File: config.mk
export PLATFORM = sky130hd
export DESIGN_NAME = elk_audio_shaper
export DESIGN_NICKNAME = d
export VERILOG_FILES = /design/src/rtl/elk_audio_shaper.sv
export SDC_FILE = /design/constraint.sdc
export NUM_CORES = 1
export LEC_CHECK = 0
export BUFFER_PORTS_ARGS = -buffer_cell sky130_fd_sc_hd__buf_2
export CORE_AREA = 2 2 82 84
export CTS_CLUSTER_SIZE = 24
export DETAILED_ROUTE_END_ITERATION = 6
export DIE_AREA = 0 0 84 86
export PLACE_DENSITY = 0.82
export SYNTH_ARGS = -nofsm -noshare
export SYNTH_HDL_FRONTEND = slang
export SYNTH_SLANG_ARGS = --single-unit
File: constraint.sdc
create_clock -name clk_sys -period 7.26 [get_ports clk_sys]
set_input_delay 0.363 -clock clk_sys [delete_from_list [all_inputs] [get_ports clk_sys]]
set_output_delay 0.363 -clock clk_sys [all_outputs]
set_load 0.1 [all_outputs]
File: src/rtl/elk_audio_shaper.sv
// 1-bit core sound to 16-bit signed PCM: sample strobe, volume/mute,
// one-pole low-pass and idle decay so a static line level falls to zero.
module elk_audio_shaper #(
  parameter int CLK_DIV      = 2000,
  parameter int SHIFT        = 3,
  parameter int AMP          = 12288,
  parameter int IDLE_SAMPLES = 4800
) (
  input  logic               clk_sys,
  input  logic               reset,
  input  logic               audio_in,
  input  logic               mute,
  input  logic [1:0]         vol,
  output logic signed [15:0] audio_out,
  output logic               sample_stb
);

  localparam int CW = (CLK_DIV > 1) ? $clog2(CLK_DIV) : 1;
  localparam int IW = (IDLE_SAMPLES > 0) ? $clog2(IDLE_SAMPLES + 1) : 1;

  localparam logic [CW-1:0]        DIV_LAST = CW'(CLK_DIV - 1);
  localparam logic [IW-1:0]        IDLE_MAX = IW'(IDLE_SAMPLES);
  localparam logic signed [17:0]   AMP18    = 18'(AMP);
  localparam logic signed [17:0]   POS_LIM  = 18'sd32767;
  localparam logic signed [17:0]   NEG_LIM  = -18'sd32768;

  logic [1:0]         sync_q;
  logic               s_in;
  logic               prev_q;
  logic [CW-1:0]      div_cnt;
  logic [IW-1:0]      idle_cnt;

  logic               strobe_now;
  logic               chg;
  logic               idle;
  logic signed [17:0] mag;
  logic signed [17:0] target;
  logic signed [17:0] acc;
  logic signed [17:0] diff;
  logic signed [17:0] acc_next;
  logic signed [15:0] acc_sat;
  logic [IW-1:0]      idle_next;

  assign s_in = sync_q[1];

  always_comb begin
    strobe_now = (div_cnt == DIV_LAST);
    chg        = (s_in != prev_q);
    idle       = (idle_cnt == IDLE_MAX);
    mag        = AMP18 >>> vol;
    target     = '0;
    if (!(mute || (vol == 2'b11) || idle)) begin
      target = s_in ? mag : -mag;
    end

    // Accumulator is the output register itself, widened so the error and
    // the step cannot overflow before saturation.
    acc      = {{2{audio_out[15]}}, audio_out};
    diff     = target - acc;
    acc_next = acc + (diff >>> SHIFT);

    acc_sat = acc_next[15:0];
    if (acc_next > POS_LIM) begin
      acc_sat = 16'sh7fff;
    end else if (acc_next < NEG_LIM) begin
      acc_sat = -16'sh8000;
    end

    idle_next = idle_cnt;
    if (chg) begin
      idle_next = '0;
    end else if (!idle) begin
      idle_next = idle_cnt + IW'(1);
    end
  end

  always_ff @(posedge clk_sys or posedge reset) begin
    if (reset) begin
      sync_q     <= '0;
      prev_q     <= 1'b0;
      div_cnt    <= '0;
      idle_cnt   <= '0;
      audio_out  <= '0;
      sample_stb <= 1'b0;
    end else begin
      sync_q     <= {sync_q[0], audio_in};
      div_cnt    <= strobe_now ? '0 : div_cnt + CW'(1);
      sample_stb <= strobe_now;
      if (strobe_now) begin
        prev_q    <= s_in;
        idle_cnt  <= idle_next;
        audio_out <= acc_sat;
      end
    end
  end

endmodule

# Yosys cells after proc, flatten, opt, wreduce, memory -nomap -nowiden
# Index checks and enable logic that the tools add are counted.
# op_classes
n_shift,1
order_cmp,2
add_sub_neg,5
muxes,7
multipliers,0
eq_ne,5
bitwise,0
n_reduce_logical,3
div_mod_pow,0
# op_table
cell,count
$mux W18,2
$mux W16,2
$mux W13,2
$neg A18 Y18,1
$sshr A15 B2 Y18 const A,1
$sub A18 B16 Y18,1
$add A16 B15 Y17,1
$gt A17 B16 Y1 const B,1
$lt A17 B16 Y1 const B,1
$add A13 B1 Y13 const B,1
$eq A13 B13 Y1 const B,1
$add A11 B1 Y11 const B,1
$eq A11 B11 Y1 const B,1
$mux W11,1
$eq A2 B2 Y1 const B,1
$logic_or A1 B1 Y1,2
$ne A2 B2 Y1 const B,1
$reduce_and A2 Y1,1
$ne A1 B1 Y1,1
# totals
regBits,44
ramBits,0
latchBits,0
mem_bits_ro,0
mem_count,0
out_inout_bits,17
elab_cells,29

# Logic depth before layout (Yosys ltp)
# logic_depth
depth_word,9
depth_mapped,25
depth_no_buf,23

# Worst setup path before layout
# Ideal clock, no wire load.
# synth_path
path_type,reg-to-reg
start,register idle_cnt[0]
end,register audio_out[11]
n_path_buf,2
required_ps,7126
setup_ps,134
stages_incl_launch_ff,26
slack_ps,2180
t_arrival_ps,4946
synth_period_minus_slack_ps,5080
cell_sequence,dfrtp_1 > inv_1 > ha_1 > or4b_2 > nor3_1 > or3_1 > clkbuf_1 > nor2_1 > ha_1 > nand2_1 > nor4_1 > o211ai_1 > a21boi_0 > o21ai_0 > a21boi_0 > or4_1 > nand3_1 > ha_1 > inv_1 > nor2_1 > o31a_1 > a21oi_1 > nand2_1 > buf_2 > o21ai_0 > o22ai_1
# synth_between
elab_chain_len,8
# synth_lines
element,line,source
"start, declared",31,logic [IW-1:0] idle_cnt;
"start signal, assigned",91,idle_cnt <= idle_next;
$eq A13 B13 Y1 *,49,idle = (idle_cnt == IDLE_MAX);
$logic_or A1 B1 Y1 *,52,if (!(mute || (vol == 2'b11) || idle)) begin
$mux W18 *,52,
$sub A18 B16 Y18 *,59,diff = target - acc;
$add A16 B15 Y17 *,60,acc_next = acc + (diff >>> SHIFT);
$lt A17 B16 Y1,65,end else if (acc_next < NEG_LIM) begin
$mux W16,65,
$mux W16 *,63,if (acc_next > POS_LIM) begin
"end signal, assigned",92,audio_out <= acc_sat;
"end, declared",14,"output logic signed [15:0] audio_out,"
# Every way passes the cells marked *; elsewhere a longest branch is shown, timed or not.
# A chain may end at the register's enable or synchronous reset.

# Worst setup path in the final report
# Same ends and word-level chain as after synthesis.

==> flow_metrics.tcl <==
set metrics [dict create \
    ant_nets 0 \
    synth-main-ff-cell "dfrtp_1" \
    wl_per_cell_um 15.6 \
    firstDrtPassIters 5 \
    crit_path_end "audio_out[11]" \
    crit_top_cell "ha_1" \
    critPathCaptureType "register" \
    critPathTopFamily "simple AND/OR/NAND/NOR gates" \
    grt_pass1_vias 3341 \
    slew_violations 0 \
    ys_seq_area_share_pct 29.0 \
    cts_setup_buffers 0 \
    synth.largest_area_cell "dfrtp_1" \
    setup_viol 0 \
    cp-start-kind "register" \
    r2r_slack_ns 1.16 \
    post-dp-hpwl_um 6140 \
    area_growth_pct 6.09 \
    ir_worst_vdd_mv 0.0950 \
    yosysUniqueCellTypes 64 \
    die_w_um 84 \
    synth_top_cell_area_share_pct 29.0 \
    layout.cells.non_filler 542 \
    synthCells 451 \
    tightestPinTransition_ns 1.08 \
    synth_edf_count 0 \
    gp_congestion 0.898 \
    worstPathMaxFanout 21 \
    clock_skew_ns 0.00539 \
    criticalPathCategory "reg2reg" \
    status "complete, no violations" \
    clk_pin_slew_ns 0.09 \
    drtIter0Drc 180 \
    final_hold_viol_count 0 \
    cts_max_level 2 \
    clkLatencyLatePin_ns 0.30 \
    critPathRequiredTime_ns 7.44 \
    maxSlewHeadroom_pct 28.1 \
    final_nets 506 \
    avgSynthCellArea_sq_um 8.43 \
    cts_tree "yes" \
    p_per_area_mw_per_mm2 140 \
    antenna_found_initial 0 \
    n_fill_cell 534 \
    max_clock_freq_mhz 164 \
    synthTopCellsByArea "dfrtp_1 29%, ha_1 12%, nor2_1 4.9%" \
    synth_seq_cells 44 \
    cts_made_buffers 5 \
    die_area_sq_mm 0.00722 \
    grt_use_total_pct 24.5 \
    synthArstFlopShare_pct 100 \
    finalCritPeriodShare_pct 84.0 \
    worst_r2r_endpoint "audio_out[11]" \
    via_per_inst 6.20 \
    crit-reg2reg-launch "idle_cnt[0]" \
    crit_cells 22 \
    cp_num_buf_inv 1 \
    max_stage_delay_ns 0.58 \
    fin_area_sq_mm 0.00403 \
    gr-total-overflow 0 \
    antenna_cells 0 \
    rows 29 \
    holdCritStartpoint "audio_in" \
    cp_data_arrival_time_ns 6.28 \
    drcViolationCount 0 \
    initial_core_util_pct 60.5 \
    grt_max_degree 45 \
    worstHoldPathType "in2reg" \
    hold_buffers 0 \
    cts_sinks 44 \
    post-route-util_pct 64.2 \
    clockRootBuffer "clkbuf_8" \
    ctsResizeCount 0 \
    startpoint "idle_cnt[0]" \
    io-pin-count 23 \
    port_buffers 22 \
    finalCriticalPeriod_ns 6.10 \
    grt_setup_unrepaired "no" \
    setup_tns_ns 0 \
    drive_above_1_share_pct 11.4 \
    cp_cell_sequence "inv_1, ha_1, or4b_2, nor3_1, or3_1, nor2_1, ha_1, nand2_1, nor4_1, o211ai_1, a21boi_0, o21ai_0, a21boi_0, or4_1, nand3_1, ha_1, nand2b_1, o31a_1, a21oi_1, nand2_1, o21ai_0, o22ai_1" \
    fp.dieH_um 86 \
    grt_pass1_wl_um 14600 \
    r2r_cells 22 \
    core_sq_mm 0.00628 \
    syn-num-nets 493 \
    leakagePower_nw 1.95 \
    clock_path_buffers 2 \
    yosysWarnings 0 \
    max_cap_violations 0 \
    dp.cells 534 \
    finalWirelength_um 8470 \
    vias 3358 \
    placedInstanceArea_sq_mm 0.00392 \
    netlist_area_sq_mm 0.00380 \
    cp_slowest_cell "or4b_2" \
]
## layout make-up
class	instances	area (sq um)	area share [%]
timing repair buffer	23	118	2.92
multi-input combinational	365	2510	62.4
inverter	25	93.8	2.33
clock inverter	2	35.0	0.869
tap	77	96.3	2.39
clock buffer	6	72.6	1.80
sequential	44	1100	27.3
## cells in the mapped netlist, types with 2 or more instances
master	instances
nand4_1	4
o21ai_0	15
nand2_1	37
and2_1	5
mux2i_1	2
xor2_1	21
a21oi_2	4
or4b_2	2
o2111ai_1	2
nor4_1	4
ha_1	35
clkbuf_1	11
nor2_1	50
nand4b_1	2
a31oi_1	4
a31o_2	2
nor4b_1	2
a211o_1	2
o31ai_2	5
inv_1	24
xnor2_1	18
nand3_1	15
or4_1	2
o21a_1	2
nor2b_1	6
o211ai_1	5
nor3_1	11
and3_1	7
buf_6	3
buf_2	3
a21oi_1	34
or3_1	6
o22ai_1	4
nand2b_1	5
dfrtp_1	44
a211oi_1	3
o21ai_1	9
a21o_1	12
a21boi_0	2
o31a_1	3
## report_power, final
part	total (mW)	internal, mW	switching (mW)
combinational	0.126	0.0469	0.0796
sequential	0.246	0.245	0.00102
clock	0.190	0.102	0.0874
## stage by stage
| stage | hold slack, ns | total power [mW] | worst slack, ns |
|---|---|---|---|
| global route | 0.149 | 0.588 | 0.608 |
| CTS | 0.156 | 0.563 | 1.25 |
| finish | 0.159 | 0.563 | 1.16 |
| detailed placement | 0.341 | 0.375 | 1.32 |
| floorplan | 0.331 | 0.358 | 2.18 |
| global placement | 0.338 | 0.372 | 1.64 |
## cells in the final DEF, fill, tap and decap left out, types with 18 or more instances in the layout
cell / synthesis / layout
xor2_1: 21 / 21
dfrtp_1: 44 / 44
buf_2: 3 / 22
ha_1: 35 / 35
xnor2_1: 18 / 18
nand2_1: 37 / 37
a21oi_1: 34 / 34
inv_1: 24 / 23
nor2_1: 50 / 50
## cells by family after synthesis
family,synth area share [%]
flip-flops,29.0
AND/OR/NAND/NOR,21.1
AO/OA/AOI/OAI,23.4
multiplexers,0.527
other,0.0987
XOR/XNOR,8.99
adder cells (fa/ha/maj),12.1
buffers and inverters,4.84
## layer usage
metal	routed length [um]	track usage (%)	vias to the layer above
li1	-	-	1645
met1	3800	30.1	1614
met2	4220	43.9	92
met3	362	3.37	7
met4	89	8.94	0
met5	0	0	-
## registers in the layout (all words and copies together) (netlist names)
signal and flops:
audio_out 16, idle_cnt 13, div_cnt 11, sync_q 2
prev_q 1, sample_stb 1
## worst min path at each step
stage	to	slack, ns	cells after the start
finish	sync_q[0]	0.16	1
global placement	sync_q[1]	0.34	0
global route	sync_q[0]	0.15	1
detailed placement	sync_q[1]	0.34	0
CTS	sync_q[0]	0.16	1
floorplan	sync_q[1]	0.33	0
Power figures use the tool's default switching activity.
